**src/rtl/sa_req_arbiter.sv**
```systemverilog
// sa_req_arbiter: round-robin front end that shares a single SA search engine
// among NREQ requesters. It launches one run at a time, holds the target
// stable for the whole run, and returns x/y tagged with the owning requester.
//
// Optional feature: define SA_ARB_WATCHDOG_EN to abort a run whose sa_done
// has not arrived TIMEOUT cycles after the launch. The abort returns an
// error response. Without the macro, rsp_err is tied low and WAIT holds
// until sa_done arrives.
module sa_req_arbiter #(
    parameter int NREQ    = 4,
    parameter int TW      = 10,
    parameter int XW      = 8,
    parameter int IDW     = 2,
    parameter int TIMEOUT = 64
) (
    input  logic                clk,
    input  logic                reset,
    input  logic [NREQ-1:0]     req,
    input  logic [NREQ*TW-1:0]  req_target,
    output logic [NREQ-1:0]     ack,
    output logic                busy,
    output logic                rsp_valid,
    output logic [IDW-1:0]      rsp_id,
    output logic [XW-1:0]       rsp_x,
    output logic [TW-1:0]       rsp_y,
    output logic                rsp_err,
    output logic [TW-1:0]       sa_target,
    output logic                sa_start,
    input  logic                sa_done,
    input  logic [XW-1:0]       sa_x,
    input  logic [TW-1:0]       sa_y
);

    typedef enum logic [1:0] {
        S_IDLE,
        S_WAIT,
        S_DRAIN
    } state_t;

    state_t         state;
    logic [IDW-1:0] rr_ptr;
    logic [IDW-1:0] owner;

    // Requests rotated so that bit 0 is the requester the pointer points at.
    logic [NREQ-1:0] req_rot;
    logic            win_found;
    int              win_off;
    int              win_sum;
    logic [IDW-1:0]  win_id;
    logic [IDW-1:0]  rr_next;
    logic [TW-1:0]   win_target;

    assign req_rot = NREQ'({req, req} >> rr_ptr);

`ifdef SA_ARB_WATCHDOG_EN
    localparam int WDW = $clog2(TIMEOUT + 1);
    localparam logic [WDW-1:0] WD_LAST = WDW'(TIMEOUT - 1);
    logic [WDW-1:0] wd_cnt;
`else
    assign rsp_err = 1'b0;
`endif

    // Pick the first requester at or after rr_ptr, wrapping, plus its target.
    always_comb begin
        // NOTE: every signal gets a default first, so no path can leave it
        // unassigned and infer a latch.
        win_found  = 1'b0;
        win_off    = 0;
        win_target = '0;
        for (int k = NREQ - 1; k >= 0; k--) begin
            if (req_rot[k]) begin
                win_found = 1'b1;
                win_off   = k;
            end
        end
        win_sum = int'(rr_ptr) + win_off;
        if (win_sum >= NREQ) begin
            win_sum = win_sum - NREQ;
        end
        win_id  = IDW'(win_sum);
        rr_next = (win_sum == NREQ - 1) ? '0 : IDW'(win_sum + 1);
        for (int k = 0; k < NREQ; k++) begin
            if (k == win_sum) begin
                win_target = req_target[k*TW +: TW];
            end
        end
    end

    // Grant / run / drain sequencer. All outputs are registered here.
    always_ff @(posedge clk or negedge reset) begin
        // NOTE: state uses non-blocking assignments so that every register
        // samples the values from before the clock edge.
        if (!reset) begin
            state     <= S_IDLE;
            rr_ptr    <= '0;
            owner     <= '0;
            ack       <= '0;
            busy      <= 1'b0;
            rsp_valid <= 1'b0;
            rsp_id    <= '0;
            rsp_x     <= '0;
            rsp_y     <= '0;
            sa_target <= '0;
            sa_start  <= 1'b0;
`ifdef SA_ARB_WATCHDOG_EN
            rsp_err   <= 1'b0;
            wd_cnt    <= '0;
`endif
        end else begin
            case (state)
                S_IDLE: begin
                    // sa_done is ignored here. DRAIN has already waited for
                    // it to fall.
                    if (win_found) begin
                        sa_target <= win_target;
                        owner     <= win_id;
                        ack       <= NREQ'(1) << win_id;
                        sa_start  <= 1'b1;
                        busy      <= 1'b1;
                        rr_ptr    <= rr_next;
                        state     <= S_WAIT;
`ifdef SA_ARB_WATCHDOG_EN
                        wd_cnt    <= '0;
`endif
                    end
                end

                S_WAIT: begin
                    sa_start <= 1'b0;
                    ack      <= '0;
                    if (sa_done) begin
                        rsp_valid <= 1'b1;
                        rsp_x     <= sa_x;
                        rsp_y     <= sa_y;
                        rsp_id    <= owner;
                        state     <= S_DRAIN;
`ifdef SA_ARB_WATCHDOG_EN
                        rsp_err   <= 1'b0;
                    end else if (wd_cnt == WD_LAST) begin
                        // The SA never finished. Return an error response for
                        // the owner and let DRAIN absorb any late done.
                        rsp_valid <= 1'b1;
                        rsp_x     <= '0;
                        rsp_y     <= '0;
                        rsp_id    <= owner;
                        rsp_err   <= 1'b1;
                        state     <= S_DRAIN;
                    end else begin
                        wd_cnt <= wd_cnt + 1'b1;
`endif
                    end
                end

                S_DRAIN: begin
                    // The next start cannot be issued while the previous
                    // done is still high.
                    rsp_valid <= 1'b0;
                    if (!sa_done) begin
                        busy  <= 1'b0;
                        state <= S_IDLE;
                    end
                end

                default: begin
                    state <= S_IDLE;
                end
            endcase
        end
    end

endmodule

```
**config.mk**
```make
export PLATFORM = sky130hd
export DESIGN_NAME = sa_req_arbiter
export DESIGN_NICKNAME = d
export VERILOG_FILES = /design/src/rtl/sa_req_arbiter.sv
export SDC_FILE = /design/constraint.sdc
export NUM_CORES = 1
export LEC_CHECK = 0
export BUFFER_PORTS_ARGS = -buffer_cell sky130_fd_sc_hd__buf_2
export CELL_PAD_IN_SITES_DETAIL_PLACEMENT = 0
export CELL_PAD_IN_SITES_GLOBAL_PLACEMENT = 1
export CORE_UTILIZATION = 38
export CTS_BUF_LIST = sky130_fd_sc_hd__clkbuf_4 sky130_fd_sc_hd__clkbuf_8
export CTS_CLUSTER_DIAMETER = 150
export DETAILED_ROUTE_END_ITERATION = 7
export GPL_TIMING_DRIVEN = 0
export PLACE_DENSITY = 0.88
export SLEW_MARGIN = 40
export SYNTH_ARGS = -nofsm -noshare
export SYNTH_HDL_FRONTEND = slang
export SYNTH_SLANG_ARGS = --single-unit
```
**constraint.sdc**
```tcl
create_clock -name clk -period 6.2 [get_ports clk]
set_input_delay 0.31 -clock clk [delete_from_list [all_inputs] [get_ports clk]]
set_output_delay 0.31 -clock clk [all_outputs]
set_load 0.03 [all_outputs]
```
==> reports/metrics.cfg, run 1 <==
[run_status]
status=completed

[clocking]
tritoncts=done
post_cts_buffers=0
cts.path.max_buffers=2
ctsHoldBuffers=0
cts_resized=0
path_clk_slew_ns=0.08
cts_inserted_buffers=5
htree_num_levels=2
clk_latency_ns=0.29
root_buffer=clkbuf_8
cts.sinks=43

[timing]
fin_crit_sh_pct=54.17
fmax_mhz=297.7
hold_viol_final=0
slew_viol_final=0
worst_pin_slew_ns=0.7352
finalSetupViolations=0
worst_clock_skew_ns=0.007354
setup_ws_ns=2.841
layout_min_cycle_time_ns=3.359
rsz0062_at_grt=false
setup_tns_ns=0
relSlewSlack_pct=50.72

[pwr]
max-vdd-ir-drop_uv=268.9
leakagePower_nw=1.443
power.density_nw_per_um2=668.5

[grt]
grt_pass1_vias=1854
grt_pass1_wl_um=8790
antenna_found_initial=0
grt_max_degree=44
globalRouteTotalUtil_pct=18.35
overflow=0

[layout]
n_antenna_cell=0
final_common_cell=buf_2
seq_area_um2=1076
multi_input_area_um2=992.2
drive_above_1_share_pct=43.99
syn2layout_area_growth_pct=33.39
n_fill_cell=547
fin_area_um2=2934
fin_util_pct=52.96
num-nets-final=387
final_cell_mix=buf_2 (100), dfrtp_1 (43), mux2_2 (20), a21oi_1 (19), nor2_1 (15)

[setup_path]
worstRegToRegCells=13
cp.arrival_ns=3.57
reg2reg_to=sa_target[6]$_DFFE_PN0P_
startpoint=rr_ptr[0]$_DFFE_PN0P_
startpoint_type=flop
rrSetupSlack_ns=2.84
crit_fanout=10
end_kind=flop
worstSetupPathType=reg -> reg
cp.required_ns=6.41
timing.rr.start=rr_ptr[0]$_DFFE_PN0P_

[floorplanning]
die_w_um=78.08
io_pins=103
dieHeight_um=78.08
core-area_um2=5540
start_util_pct=39.70
die_area_um2=6096
num_rows=27

[drt]
firstDrtPassIters=4
wirelength_um=5172
wl_per_cell_um=13.33
antenna_left=0
vias=1941
via_per_inst=5.003
first_iter_violations=101
drc=0

[placed_design]
port_buffers=100
dp_slack_ns=2.933
place.gp.congestion=0.7383
hpwl_um=3866
dpl_cell_area_um2=2798

[synth]
synth_fp_nets=280
ys_seq_elements=43
yosysSeqAreaShare_pct=48.92
netlist-cell-type-count=33
postSynthCellCount=208
yosys_warnings=0
syn_area_per_cell_um2=10.58
synthesis.area_um2=2200

[worst_hold_path]
hold_path.class=in -> async

[job]
drv_cap=0

## per-stage QoR
step	power, mW	hold slack, ns	cells
6_report	1.961	0.003294	388
5_1_grt	2.125	0.03384	388
4_1_cts	1.981	0.01234	388
3_5_place_dp	1.715	0.3391	380
3_3_place_gp	1.697	0.4827	380
2_1_floorplan	1.391	0.01441	208
## how the worst max path moves through the flow
stage	to	slack [ns]	cells past startpoint
detailed placement	sa_target[6]$_DFFE_PN0P_	2.93	14
global placement	sa_target[2]$_DFFE_PN0P_	2.91	14
CTS	sa_target[6]$_DFFE_PN0P_	2.89	13
floorplan	sa_target[1]$_DFFE_PN0P_	3.38	13
global route	sa_target[6]$_DFFE_PN0P_	2.52	13
finish	sa_target[6]$_DFFE_PN0P_	2.84	13
## state kept, by name (all words and copies together), names as in the netlist
register,flops
rsp_y,10
sa_target,10
rsp_x,8
ack,4
owner,2
rr_ptr,2
rsp_id,2
state,2
busy,1
rsp_valid,1
sa_start,1
## metal layers
metal | vias up | wire, um | share of wire [%] | track usage (%)
met2 | 72 | 2426 | 47 | 28.07
met1 | 910 | 2327 | 45 | 26.10
met4 | 0 | 21 | 0.41 | 3.333
met5 | - | 0 | 0 | 0
li1 | 957 | - | - | -
met3 | 2 | 395 | 7.6 | 5.349
## cells by family (layout without fill, tap and decap cells)
logic type | after synthesis | in the layout | share of synthesized area [%]
AOI/OAI and AO/OA | 68 | 68 | 21.16
other | 1 | 1 | 0.1705
DFF | 43 | 43 | 48.92
xor gates and xnor gates | 1 | 1 | 0.3983
muxes | 20 | 20 | 10.24
and+or+nand+nor | 39 | 39 | 8.589
adders and majority gates | 7 | 7 | 4.323
buffers and inverters | 29 | 137 | 6.200
## cell usage after synthesis
cell type / instances / area, um^2
clkbuf_1: 10 / 37.54
buf_4: 1 / 7.510
mux2_2: 20 / 225.2
a211oi_1: 1 / 7.510
buf_2: 1 / 5.000
or3_1: 1 / 6.260
o31ai_1: 2 / 15.01
nor3_1: 2 / 10.01
a22oi_1: 4 / 30.03
o311ai_0: 1 / 8.760
buf_6: 3 / 33.78
o221ai_1: 1 / 8.760
a21oi_1: 19 / 95.09
nand3_1: 2 / 10.01
inv_1: 14 / 52.55
nand2b_1: 4 / 25.02
a21boi_0: 1 / 7.510
nor2_1: 15 / 56.30
nand2_1: 11 / 41.29
a221oi_1: 10 / 87.58
o21ai_0: 12 / 60.06
xor2_1: 1 / 8.760
o32a_1: 1 / 10.01
a21oi_2: 4 / 35.03
nor4_4: 1 / 21.27
ha_1: 6 / 75.07
a211o_1: 10 / 87.58
dfrtp_1: 43 / 1076
nor2b_1: 2 / 12.51
conb_1: 1 / 3.750
o22ai_1: 2 / 12.51
and2_1: 1 / 6.260
fa_1: 1 / 20.02
## layout make-up
type	count	share of cell area (%)
buffer	15	2.857
sequential	43	36.67
tap	72	3.070
clock buffer	6	2.601
inverter	14	1.791
timing repair buffer	100	17.14
multi-input combinational	136	33.82
clock inverter	2	2.047
## where the power goes
| part | total (mW) | internal (mW) | switching (mW) | leakage, nW |
|---|---|---|---|---|
| clock | 0.256 | 0.165 | 0.0904 | 0.0688 |
| combinational | 1.21 | 0.465 | 0.745 | 0.864 |
| sequential | 0.496 | 0.421 | 0.0750 | 0.510 |
| total | 1.96 | 1.05 | 0.911 | 1.44 |
## critical path, stage by stage (launching register included)
cell,delay [ns]
dfrtp_1,0.48
nand2b_1,0.17
o22ai_1,0.08
o21ai_0,0.14
o311ai_0,0.19
ha_1,0.24
fa_1,0.55
inv_1,0.10
ha_1,0.23
nor2b_1,0.11
clkbuf_1,0.39
a221oi_1,0.16
a211o_1,0.31
a21oi_1,0.14
No activity file was read; power rests on OpenSTA's default activity.
==> inputs of run 2 (changes only) <==
Settings changed: CORE_UTILIZATION 38 to 32, PLACE_DENSITY 0.88 to 0.79.
Clock period 6.2 ns to 3 ns, I/O delays scaled along.
==> reports/metrics.cfg, run 2 (synthesized netlist as in run 1, its figures left out) <==
[run_status]
status=finished with violations
violations=design-rule violations

[setup_path]
startpoint=rr_ptr[0]$_DFFE_PN0P_
cp.required_ns=3.22  ; -3.19 ns
critical-path-top-delay-family=adder cells
slowest_stage=fa_2
end_kind=flop
cp_num_buf_inv=2  ; unchanged
cpMostUsedCell=ha_2
worstRegToRegCells=12  ; -1
worstPathCellList=nand2b_1 > o221ai_1 > o21ai_0 > o311ai_1 > ha_2 > fa_2 > inv_2 > ha_2 > buf_4 > a221oi_1 > a211o_1 > a21oi_1
rrSetupSlack_ns=0.15  ; -2.69 ns
reg2reg_to=sa_target[0]$_DFFE_PN0P_
startpoint_type=flop
crit_fanout=10  ; unchanged
worstSetupPathType=reg -> reg
slowest_delay_ns=0.48  ; -0.07 ns
timing.rr.start=rr_ptr[0]$_DFFE_PN0P_
cp.arrival_ns=3.07  ; -0.50 ns

[worst_hold_path]
hold_path.class=in -> reg
whs_endpoint=rsp_y[5]$_DFFE_PN0P_
hp-start=sa_y[5]
min_path_cells=2

[timing]
fmax_mhz=350.4  ; +18%
finalSetupViolations=0  ; unchanged
worst_clock_skew_ns=0.003793  ; -0.003562 ns
layout_min_cycle_time_ns=2.854  ; -0.5051 ns
relSlewSlack_pct=43.53  ; -7.2 points
worst_pin_slew_ns=0.8424  ; +0.1072 ns
slew_viol_final=0  ; unchanged
hold_viol_final=0  ; unchanged
fin_crit_sh_pct=95.12  ; +41 points

[floorplanning]
die_w_um=84.91  ; +8.7%
start_util_pct=33.87  ; -5.8 points
dieHeight_um=84.91  ; +8.7%
io_pins=103  ; unchanged
num_rows=29  ; +7.4%
core-area_um2=6495  ; +17%
die_area_um2=7210  ; +18%

[drt]
vias=1992  ; +2.6%
via_per_inst=4.980  ; -0.45%
antenna_left=0  ; unchanged
drc=4  ; +4
firstDrtPassIters=6  ; +2
wirelength_um=5659  ; +9.4%
wl_per_cell_um=14.15  ; +6.1%
first_iter_violations=72  ; -29%

[job]
drv_cap=0  ; unchanged

[clocking]
tritoncts=done
cts.sinks=43  ; unchanged
htree_num_levels=2  ; unchanged
cts_inserted_buffers=5  ; unchanged
clk_latency_ns=0.29  ; about the same
root_buffer=clkbuf_8
path_clk_slew_ns=0.08  ; about the same
cts.path.max_buffers=2  ; unchanged

[grt]
grt_pass1_vias=2008  ; +8.3%
globalRouteTotalUtil_pct=16.24  ; -2.1 points
overflow=0  ; unchanged
grt_pass1_wl_um=9252  ; +5.3%
antenna_found_initial=0  ; unchanged
grt_max_degree=44  ; unchanged

[layout]
fin_util_pct=46.29  ; -6.7 points
syn2layout_area_growth_pct=36.69
final_cell_mix=buf_2 (100), dfrtp_1 (41), mux2_2 (20), a21oi_1 (19), nor2_1 (15)
n_fill_cell=640  ; +17%
final_common_cell=buf_2
n_antenna_cell=0  ; unchanged
drive_above_1_share_pct=49.23  ; +5.2 points
num-nets-final=394  ; +1.8%
top_regs=rsp_y: 10 flops, sa_target: 10 flops, rsp_x: 8 flops

[pwr]
power.density_nw_per_um2=1393  ; +110%
leakagePower_nw=1.473  ; +2.1%
finalPower_mw=4.187  ; +110%
pwr-share-comb_pct=66.6  ; +4.9 points
seqPwrFrac_pct=24.5  ; -0.8 points
p_int_mw=2.192  ; +110%
power_frac_clock_pct=8.9  ; -4.1 points
max-vdd-ir-drop_uv=561.0  ; +110%
switching_share_pct=47.65  ; +1.2 points
switchingPower_mw=1.995  ; +120%

[placed_design]
place.gp.congestion=0.7049  ; -4.5%
port_buffers=100  ; unchanged
hpwl_um=3941  ; +2.0%

==> run 2: worst max path at each step <==
| stage | cells past startpoint | endpoint |
|---|---|---|
| after floorplan | 13 | sa_target[1]$_DFFE_PN0P_ |
| after global placement | 13 | sa_target[2]$_DFFE_PN0P_ |
| after detailed placement | 13 | sa_target[0]$_DFFE_PN0P_ |
| after CTS | 13 | sa_target[2]$_DFFE_PN0P_ |
| after global routing | 13 | sa_target[1]$_DFFE_PN0P_ |
| final | 12 | sa_target[0]$_DFFE_PN0P_ |
==> run 2: routing by layer <==
metal,routed length [um],track usage [%],vias to the layer above
met5,0,0,-
met4,61,6.009,0
met3,350,3.599,6
met2,2607,26.39,78
met1,2640,21.35,943
li1,-,-,965
==> run 2: worst reg2reg max path: stages (launching register included) <==
cell and delay, ns:
dfrtp_2 0.45, nand2b_1 0.15, o221ai_1 0.16, o21ai_0 0.11, o311ai_1 0.12, ha_2 0.25, fa_2 0.48, inv_2 0.10
ha_2 0.24, buf_4 0.21, a221oi_1 0.11, a211o_1 0.28, a21oi_1 0.13
==> run 2: timing repair <==
item,4_1_cts,5_1_grt
setup buffers,2,3
gates cloned,0,1
hold buffers,1,0
endpoints found under the hold margin,43,0
resized for setup,6,18
pin swaps,0,3
setup endpoints to repair,10,11
==> run 2: metrics by stage <==
step / hold slack [ns] / worst slack, ns / TNS [ns] / std cells / instance area (um^2)
3_5_place_dp: 0.1791 / -0.2737 / -2.551 / 385 / 2804
4_1_cts: 0.06630 / 0.03067 / 0 / 396 / 2937
5_1_grt: 0.06439 / -0.04078 / -0.2242 / 400 / 3007
2_1_floorplan: -0.1456 / 0.1826 / 0 / 208 / 2200
6_report: 0.07903 / 0.1464 / 0 / 400 / 3007
3_3_place_gp: 0.3601 / -0.2636 / -2.232 / 385 / 2796
==> run 2: area by class of cell <==
| class | count | area [um^2] | area share (%) |
|---|---|---|---|
| repair buffers | 107 | 558.0 | 18.56 |
| multi-input cells | 136 | 1033 | 34.37 |
| clock inverters | 2 | 12.51 | 0.4161 |
| well taps | 77 | 96.34 | 3.204 |
| inverters | 14 | 52.55 | 1.748 |
| plain buffers | 15 | 98.84 | 3.288 |
| flip-flops and latches | 43 | 1079 | 35.87 |
| clock buffers | 6 | 76.32 | 2.538 |
==> run 2: power by group through the flow <==
stage	sequential (mW)	clock (mW)	combinational [mW]
2_1_floorplan	1.50	0	1.38
3_3_place_gp	1.03	0	2.49
3_5_place_dp	1.04	0	2.52
4_1_cts	1.03	0.387	2.61
5_1_grt	1.07	0.413	3.05
6_report	1.03	0.371	2.79
==> inputs of run 3 (changes only) <==
Settings changed: ABC_AREA set to 1, CORE_UTILIZATION 32 to 31.
==> reports/metrics.cfg, run 3 <==
[run_status]
status=completed

[floorplanning]
core-area_um2=6794  ; +4.6%
num_rows=30  ; +3.4%
start_util_pct=32.17  ; -1.7 points
dieHeight_um=85.97  ; +1.2%
die_w_um=85.97  ; +1.2%
io_pins=103  ; unchanged
die_area_um2=7391  ; +2.5%

[timing]
layout_min_cycle_time_ns=2.843  ; -0.01084 ns
fin_crit_sh_pct=94.76  ; -0.36 points
hold_viol_final=0  ; unchanged
finalSetupViolations=0  ; unchanged
relSlewSlack_pct=64.69  ; +21 points
slew_viol_final=0  ; unchanged
worst_clock_skew_ns=0.006086  ; +0.002293 ns
worst_pin_slew_ns=0.5277  ; -0.3147 ns
fmax_mhz=351.8  ; +0.38%

[layout]
num-nets-final=429  ; +8.9%
syn2layout_area_growth_pct=38.64
fin_area_um2=3030  ; +0.79%
n_antenna_cell=0  ; unchanged
final_cell_mix=buf_2 (104), nand2_1 (72), dfrtp_1 (41), nand3_1 (25), mux2_2 (20)
drive_above_1_share_pct=45.66  ; -3.6 points
final_common_cell=buf_2
n_fill_cell=670  ; +4.7%
top_regs=rsp_y: 10 flops, sa_target: 10 flops, rsp_x: 8 flops

[synth]
synth_top_area_share_pct=49.23  ; +0.31 points
syn_area_per_cell_um2=8.958  ; -15%
synth_edf_count=0  ; unchanged
synth.most_common_cell=nand2_1
yosysSeqAreaShare_pct=49.23  ; +0.31 points
yosys-top-cells-area=dfrtp_1 (49%), nand2_1 (13%), mux2_2 (10%)
netlist-cell-type-count=21  ; -36%
synth_top_cells_by_count=nand2_1 (77), dfrtp_1 (43), nand3_1 (28)
synthArstFlopShare_pct=100.0  ; unchanged
yosysTopAreaCell=dfrtp_1
postSynthCellCount=244  ; +17%
yosys_most_used_dff=dfrtp_1
synth_fp_nets=316  ; +13%
synthesis.area_um2=2186  ; -0.63%
ys_seq_elements=43  ; unchanged
yosys_warnings=0  ; unchanged

[setup_path]
worstSetupPathType=reg -> reg
worstPathCellList=inv_1 > nand3_1 > nand2_2 > nand3_2 > a21boi_2 > ha_2 > fa_1 > inv_2 > ha_2 > inv_2 > nor2_4 > nand2_1 > nand2_1 > o21ai_0 > o21ai_0 > nand3_1 > nand2_1
slowest_delay_ns=0.49  ; about the same
cp.arrival_ns=3.08  ; about the same
cpMostUsedCell=nand2_1
cp.required_ns=3.23  ; about the same
end_kind=flop
slowest_stage=fa_1
crit_fanout=6  ; -4
startpoint_type=flop
rrSetupSlack_ns=0.16  ; about the same

[clocking]
cts_inserted_buffers=5  ; unchanged
clk_latency_ns=0.29  ; about the same
cts.path.max_buffers=2  ; unchanged
htree_num_levels=2  ; unchanged
root_buffer=clkbuf_8
tritoncts=done
cts.sinks=43  ; unchanged
path_clk_slew_ns=0.08  ; about the same

[drt]
wirelength_um=5506  ; -2.7%
vias=2029  ; +1.9%
firstDrtPassIters=4  ; -2
via_per_inst=4.479  ; -10%
drc=0  ; -4
antenna_left=0  ; unchanged
wl_per_cell_um=12.15  ; -14%
first_iter_violations=94  ; +31%

[grt]
antenna_found_initial=0  ; unchanged
use_met1_pct=19.71  ; -1.6 points
grt_pass1_wl_um=8659  ; -6.4%
grt_pass1_vias=1904  ; -5.2%
met2_usage_pct=23.67  ; -2.7 points
use_met3_pct=3.465  ; -0.13 points
grt_max_degree=44  ; unchanged
grt_busiest_layer=met2
globalRouteTotalUtil_pct=14.90  ; -1.3 points
overflow=0  ; unchanged

[placed_design]
dpl_cell_area_um2=2814  ; +0.36%
port_buffers=101  ; +1.0%
place.gp.congestion=0.7537  ; +6.9%
hpwl_um=4062  ; +3.1%

[job]
drv_cap=0  ; unchanged

[worst_hold_path]
hold_path.class=in -> reg

-- run 3: changes by cell type in the layout (fill, tap and decap cells not counted), sizes merged, moves of 6 or more --
cell	delta
nand3	+27
a221oi	-10
clkbuf	-6
a21oi	-13
a211o	-10
nand2	+68
nor2	-10
o21ai	+15
-- run 3: metrics by stage --
stage	TNS, ns	cells	utilization, %	setup slack (ns)	hold slack [ns]
2_1_floorplan	0	244	-	0.3019	-0.1456
3_3_place_gp	-1.584	441	41.38	-0.1850	0.3418
3_5_place_dp	-1.897	441	41.42	-0.2122	0.1713
4_1_cts	0	449	43.31	0.005381	0.07999
5_1_grt	-0.3815	453	44.60	-0.05776	0.07955
6_report	0	453	44.60	0.1572	0.08743
-- run 3: layer usage --
layer,routed length [um],vias to the layer above,part of all wire (%)
li1,-,1032,-
met1,2569,880,47
met2,2434,102,44
met3,354,15,6.4
met4,146,0,2.7
met5,0,-,0
-- run 3: what timing repair did --
action,CTS,global route
gates resized for setup,5,30
hold buffers,1,0
pin swaps,0,8
cloned,0,1
endpoints found under the setup margin,10,10
buffers inserted,0,3
hold endpoints to repair,43,0
-- run 3: logic make-up after synthesis --
group           after synthesis  share of synthesized area (%)
compound gates               39                          9.674
mux                          20                          10.30
other cells                   1                         0.1716
simple gates                113                          21.64
buf+inv                      21                          4.636
fa+ha+maj                     7                          4.350
flops                        43                          49.23
-- run 3: layout make-up --
class,count,area [um^2],share of cell area (%)
Inverter,10,40.04,1.321
Multi-Input combinational cell,181,1076,35.51
Timing Repair Buffer,105,540.5,17.84
Clock buffer,6,76.32,2.519
Clock inverter,1,30.03,0.9909
Buffer,11,68.82,2.271
Tap cell,96,120.1,3.964
Sequential cell,43,1079,35.59
-- run 3: path summary, 6_finish.rpt --
check / cells past startpoint / end / startpoint
setup / recovery: 17 / sa_target[5]$_DFFE_PN0P_ / rr_ptr[1]$_DFFE_PN0P_
hold / removal: 2 / rsp_y[6]$_DFFE_PN0P_ / sa_y[6]
setup reg to reg: 17 / sa_target[5]$_DFFE_PN0P_ / rr_ptr[1]$_DFFE_PN0P_
hold reg to reg: 2 / sa_start$_DFFE_PN0P_ / sa_start$_DFFE_PN0P_
max in group asynchronous: 2 / rr_ptr[0]$_DFFE_PN0P_ / reset
min in group asynchronous: 2 / sa_target[6]$_DFFE_PN0P_ / reset
-- run 3: worst max-delay path, delay by kind of cell (launching register included) --
kind	cells	cell delay, ns
fa+ha+maj	3	0.86
buf+inv	3	0.32
flops	1	0.45
simple gates	8	0.75
compound gates	3	0.41
Power of run 3 is not shown: default switching activity piles up to over one toggle a cycle in this logic, so the estimate is an artifact.
